$ cat src/rtl/ysyx_22041211_ifu.sv
// Multi-cycle instruction fetch unit: latches the PC, issues one word read on a
// valid/ready request channel, and hands {pc, inst, fault} to the decoder.
module ysyx_22041211_ifu #(
  parameter int ADDR_LEN = 32,
  parameter int DATA_LEN = 32
) (
  input  logic                clk,
  input  logic                rst,
  input  logic                fetch_en_i,
  input  logic [ADDR_LEN-1:0] pc_i,
  input  logic                flush_i,
  output logic                mem_req_valid_o,
  input  logic                mem_req_ready_i,
  output logic [ADDR_LEN-1:0] mem_req_addr_o,
  input  logic                mem_rsp_valid_i,
  input  logic [DATA_LEN-1:0] mem_rsp_data_i,
  input  logic                mem_rsp_err_i,
  output logic                inst_valid_o,
  input  logic                inst_ready_i,
  output logic [DATA_LEN-1:0] inst_o,
  output logic [ADDR_LEN-1:0] pc_o,
  output logic                fault_o,
  output logic [31:0]         fetch_cnt_o,
  output logic [1:0]          dbg_state
);

  // Handshakes: a transfer happens in a cycle where valid & ready are both high;
  // valid never depends on ready, and payload is held stable while valid waits.
  // The response channel has no ready: a response is only taken in WAIT.
  typedef enum logic [1:0] {
    IDLE = 2'd0,
    REQ  = 2'd1,
    WAIT = 2'd2,
    HOLD = 2'd3
  } state_t;

  state_t              state_q, state_d;
  logic [ADDR_LEN-1:0] pc_q, pc_d;
  logic [DATA_LEN-1:0] inst_q, inst_d;
  logic                fault_q, fault_d;
  logic                drop_q, drop_d;
  logic [31:0]         cnt_q, cnt_d;

  always_ff @(posedge clk or posedge rst) begin
    if (rst) begin
      state_q <= IDLE;
      pc_q    <= '0;
      inst_q  <= '0;
      fault_q <= 1'b0;
      drop_q  <= 1'b0;
      cnt_q   <= '0;
    end else begin
      state_q <= state_d;
      pc_q    <= pc_d;
      inst_q  <= inst_d;
      fault_q <= fault_d;
      drop_q  <= drop_d;
      cnt_q   <= cnt_d;
    end
  end

  always_comb begin
    state_d = state_q;
    pc_d    = pc_q;
    inst_d  = inst_q;
    fault_d = fault_q;
    drop_d  = drop_q;
    cnt_d   = cnt_q;
    case (state_q)
      IDLE: begin
        if (fetch_en_i && !flush_i) begin
          pc_d = pc_i;
          // Misaligned PCs never reach memory; they surface as a faulted slot.
          if (pc_i[1:0] != 2'b00) begin
            inst_d  = '0;
            fault_d = 1'b1;
            state_d = HOLD;
          end else begin
            state_d = REQ;
          end
        end
      end
      REQ: begin
        if (flush_i) drop_d = 1'b1;
        if (mem_req_ready_i) state_d = WAIT;
      end
      WAIT: begin
        if (flush_i) drop_d = 1'b1;
        if (mem_rsp_valid_i) begin
          if (drop_q || flush_i) begin
            drop_d  = 1'b0;
            state_d = IDLE;
          end else begin
            inst_d  = mem_rsp_err_i ? '0 : mem_rsp_data_i;
            fault_d = mem_rsp_err_i;
            state_d = HOLD;
          end
        end
      end
      HOLD: begin
        if (flush_i) begin
          state_d = IDLE;
        end else if (inst_ready_i) begin
          cnt_d   = cnt_q + 32'd1;
          state_d = IDLE;
        end
      end
      default: state_d = IDLE;
    endcase
  end

  assign mem_req_valid_o = (state_q == REQ);
  assign mem_req_addr_o  = pc_q;
  assign inst_valid_o    = (state_q == HOLD);
  assign inst_o          = inst_q;
  assign pc_o            = pc_q;
  assign fault_o         = fault_q;
  assign fetch_cnt_o     = cnt_q;
  assign dbg_state       = state_q;

endmodule

$ cat config.mk
export PLATFORM = sky130hd
export DESIGN_NAME = ysyx_22041211_ifu
export DESIGN_NICKNAME = d
export VERILOG_FILES = /design/src/rtl/ysyx_22041211_ifu.sv
export SDC_FILE = /design/constraint.sdc
export NUM_CORES = 1
export LEC_CHECK = 0
export ABC_CLOCK_PERIOD_IN_PS = 3600
export CORE_ASPECT_RATIO = 0.7
export CORE_MARGIN = 10
export CORE_UTILIZATION = 35
export DETAILED_ROUTE_END_ITERATION = 10
export PLACE_DENSITY_LB_ADDON = 0.25
export SYNTH_ARGS = -nofsm -noshare
export SYNTH_HDL_FRONTEND = slang
export SYNTH_SLANG_ARGS = --single-unit
$ cat constraint.sdc
create_clock -name clk -period 3.6 [get_ports clk]
set_input_delay 0.72 -clock clk [delete_from_list [all_inputs] [get_ports clk]]
set_output_delay 0.72 -clock clk [all_outputs]
set_load 0.03 [all_outputs]
== After elaboration in Yosys (flattened, before gate mapping) ==
Cells that the tools add are included.
Word-level totals
  logic and storage cells: 51
  input bits: 72
  output and inout bits: 133
  bits in registers: 100
Operators by class
  eq/ne operators: 9
  bitwise gates (word level): 1
  reduce and logical (&&, ||, !) cells: 11
  mux-type cells: 23
  add/subtract/negate cells: 1
Operators by type and width (count)
  two-way mux 32 bit: 5
  one-hot mux 32 bit (2 select lines): 1
  adder 32 x 1 -> 32 bit (second input constant): 1
  two-way mux 2 bit: 7
  != test 2 bit (second input constant): 4
  one-hot mux 2 bit (4 select lines): 1
  two-way mux 1 bit: 7
  nonzero test 2 bit: 3
  AND reduction 5 bit: 1
  == test 2 bit (second input constant): 2
  one-hot mux 1 bit (2 select lines): 2
  AND reduction 4 bit: 1
  != test 3 x 2 -> 1 bit (second input constant): 1
  AND reduction 3 bit: 1
  == test 2 x 1 -> 1 bit (second input constant): 1
  logical NOT 2 bit: 1
  != test 2 x 1 -> 1 bit (second input constant): 1
  AND reduction 2 bit: 1
  logical AND 1 bit: 1
  logical NOT 1 bit: 1
  logical OR 1 bit: 1
  NOT 1 bit: 1

== Logic depth before layout (Yosys ltp) ==
  depth in word-level cells: 4
  gate-level depth with buffers: 7

== Worst setup path after synthesis ==
No wires, ideal clock.
  kind: register to register
  start point: reg state_q[1] (netlist: dbg_state[1])
  end point: reg cnt_q[29] (netlist: fetch_cnt_o[29])
  path buffers: 1
  cell stages (with the launch flop): 7
  data arrival time: 2.170 ns
  setup slack: 1.349 ns
  setup time: 0.080 ns
  cells stage by stage: dfrtp_1 > ha_1 > and3b_1 > clkbuf_1 > nand3_1 > nor4_1 > xor2_1
On the way
  longest elaborated chain between the ends: 2
Ends and longest elaborated chain
  start, declared: line 37  | state_t state_q, state_d;
  start signal, assigned: line 53  | state_q <= state_d;
  == test 2 bit
  net inst_valid_o: line 18  | output logic inst_valid_o,
  AND reduction 3 bit (no line)
  end signal, assigned: line 58  | cnt_q <= cnt_d;
  end, declared: line 42  | logic [31:0] cnt_q, cnt_d;
The timed path passes the listed nets, and every way through them passes these cells.
A chain may end at the register's enable or synchronous reset.

== Final worst setup path ==
  start point: reg state_q[1] (netlist: dbg_state[1])
  end point: out mem_req_valid_o
On the way
  longest elaborated chain between the ends: 1
Ends and longest elaborated chain
  == test 2 x 1 -> 1 bit: line 112  | assign mem_req_valid_o = (state_q == REQ);
  end, declared: line 12  | output logic mem_req_valid_o,
No other way between the ends.

==> impl_metrics.env <==
export IMPL_vias_per_cell=4.63
export IMPL_wirelength_um=12500
export IMPL_io_pins=205
export IMPL_cts_resized=0
export IMPL_fin_ws_ns=1.11
export IMPL_grt_pass1_vias=3683
export IMPL_drv_cap=0
export IMPL_setup_viol=0
export IMPL_drive_gt1_share_pct=10.6
export IMPL_yosysSeqAreaShare_pct=54.2
export IMPL_synthArstFlopShare_pct=100
export IMPL_hold_buffers=0
export IMPL_rsz0062_at_grt="false"
export IMPL_status="complete, no violations"
export IMPL_vdd_drop_max_v=0.000563
export IMPL_worstMarginPinSlew_ns=0.926
export IMPL_drt_iter0_drc=121
export IMPL_dr_pass1_iters=4
export IMPL_portBuffers=204
export IMPL_dp_slack_ns=0.879
export IMPL_arrival_ns=1.77
export IMPL_cp_end_kind="primary output"
export IMPL_path_max_fanout=6
export IMPL_fin_nets=652
export IMPL_die_height_um=116
export IMPL_clock_sinks=100
export IMPL_num_rows=35
export IMPL_final_common_cell="clkdlybuf4s50_1"
export IMPL_fin_setup_tns_ns=0
export IMPL_hold_class="reg -> reg"
export IMPL_finalClockSkew_ns=0.00578
export IMPL_antenna_found_initial=0
export IMPL_synth_top_area_share_pct=54.2
export IMPL_hold_violations=0
export IMPL_place_congestion=0.784
export IMPL_path_class="reg -> out"
export IMPL_routedWlPerCell_um=16.8
export IMPL_num_vias=3441
export IMPL_grt_max_degree=53
export IMPL_place_area_um2=6620
export IMPL_cts_setup_buffers=0
export IMPL_synthFlopType="dfrtp_1"
export IMPL_period_needed_ns=2.49
export IMPL_synth_nets=481
export IMPL_syn_avg_cell_area_um2=11.5
export IMPL_dieArea_um2=18300
export IMPL_synth_seq_cells=100
export IMPL_core_area_um2=13100
export IMPL_synth_edff_count=0
export IMPL_timing_fmax_mhz=402
export IMPL_ys_types=37
export IMPL_power_mw=6.14
export IMPL_start_util_pct=35.4
export IMPL_cts_buffers=9
export IMPL_ant_nets=0
export IMPL_power_density_nw_per_um2=893
export IMPL_final_area_um2=6880
export IMPL_leakagePower_nw=3.11
export IMPL_relSlewSlack_pct=36.7
export IMPL_root_buffer="clkbuf_16"
export IMPL_grtUsageTotal_pct=13.6
export IMPL_clk_pin_slew_ns=0.07
export IMPL_cp_required_ns=2.88
export IMPL_syn_area_um2=4620
export IMPL_n_antenna_cell=0
export IMPL_final_max_slew_violation_count=0
export IMPL_synthToLayoutAreaGrowth_pct=49.0
export IMPL_hpwl_um=9540
export IMPL_min_period_over_period_pct=69.2
export IMPL_holdWs_ns=0.467
export IMPL_cts_path_max_buffers=2
export IMPL_layout_common_cells="clkdlybuf4s50_1 (204), dfrtp_1 (100), nand2_1 (42), inv_1 (42), mux2i_1 (34)"
export IMPL_die_x_um=157
export IMPL_grt_ovfl_total=0
export IMPL_critPathLaunchType="flop"
export IMPL_synthCells=403
export IMPL_drc_errors=0
export IMPL_htree_levels=3
export IMPL_synth_area_top_cells="dfrtp_1 (54%), mux2_2 (7.8%), mux2i_1 (7.4%)"
export IMPL_grt_pass1_wl_um=19800
export IMPL_cts_tree="done"
export IMPL_ys_warn_count=0
export IMPL_clock_latency_ns=0.34
export IMPL_synth_top_area_cell="dfrtp_1"
metal layers:
metal / global-route usage, % / wire, µm
met1: 16.7 / 5450
met4: 3.48 / 150
met2: 20.3 / 5330
met3: 7.58 / 1540
met5: 0 / 0
metrics by stage:
stage                     util [%]  cells
final                         52.7    744
after global routing          52.7    744
after CTS                     52.7    744
after detailed placement      50.7    729
after global placement        50.7    729
after floorplan                  -    403
power breakdown:
part	internal, mW	total [mW]	switching (mW)
Combinational	1.48	3.43	1.96
Sequential	1.53	1.83	0.293
Clock	0.466	0.880	0.414
cell usage after synthesis (2+ instances only):
cell type	instances
and4_1	2
nand2_1	42
ha_1	6
nor4_1	4
or2_2	2
nor4_2	4
xnor2_1	11
nor2b_1	3
mux2i_1	34
buf_2	4
o21ai_0	2
dfrtp_1	100
nand3_1	11
nor3_1	10
a21oi_1	2
clkbuf_1	6
buf_4	32
a31oi_1	3
mux2_2	32
nor2_1	6
buf_1	4
xor2_1	20
and3_1	3
inv_1	43
nand4_1	5
sequential cells by signal, summed over array words and instances (netlist names):
name / flops
fault_o: 1
inst_o: 32
drop_q: 1
dbg_state: 2
mem_req_addr_o: 32
fetch_cnt_o: 32
area by class of cell:
type | instances | area (µm²)
fill | 1105 | 6170
sequential | 100 | 2500
clock inverter | 6 | 40.0
tap | 166 | 208
inverter | 43 | 164
clock buffer | 9 | 225
multi-input combinational | 213 | 1660
timing repair buffer | 207 | 2080
worst paths after layout:
check | from | to | slack [ns] | depth (start not counted)
hold reg to reg | fetch_cnt_o[31]$_DFFE_PP0P_ | fetch_cnt_o[31]$_DFFE_PP0P_ | 0.47 | 1
max in group asynchronous | rst | mem_req_addr_o[12]$_DFFE_PP0P_ | 2.07 | 3
setup reg to reg | dbg_state[0]$_DFFE_PP0P_ | inst_o[2]$_DFFE_PP0P_ | 1.32 | 7
setup / recovery | dbg_state[1]$_DFFE_PP0P_ | mem_req_valid_o | 1.11 | 3
hold / removal | fetch_cnt_o[31]$_DFFE_PP0P_ | fetch_cnt_o[31]$_DFFE_PP0P_ | 0.47 | 1
min in group asynchronous | rst | mem_req_addr_o[9]$_DFFE_PP0P_ | 0.82 | 2
worst max-delay path, cell delays in order (launching register included):
cell and delay, ns:
dfrtp_1 0.44, inv_1 0.14, ha_1 0.18, clkdlybuf4s50_1 0.67
logic make-up after synthesis:
logic type,synth area share (%)
buf+inv,10.2
mux,15.4
flops,54.2
compound gates,1.22
xor+xnor,5.88
fa+ha+maj,1.63
simple gates,11.5
Note: power is estimated with default switching activity, not from simulation.
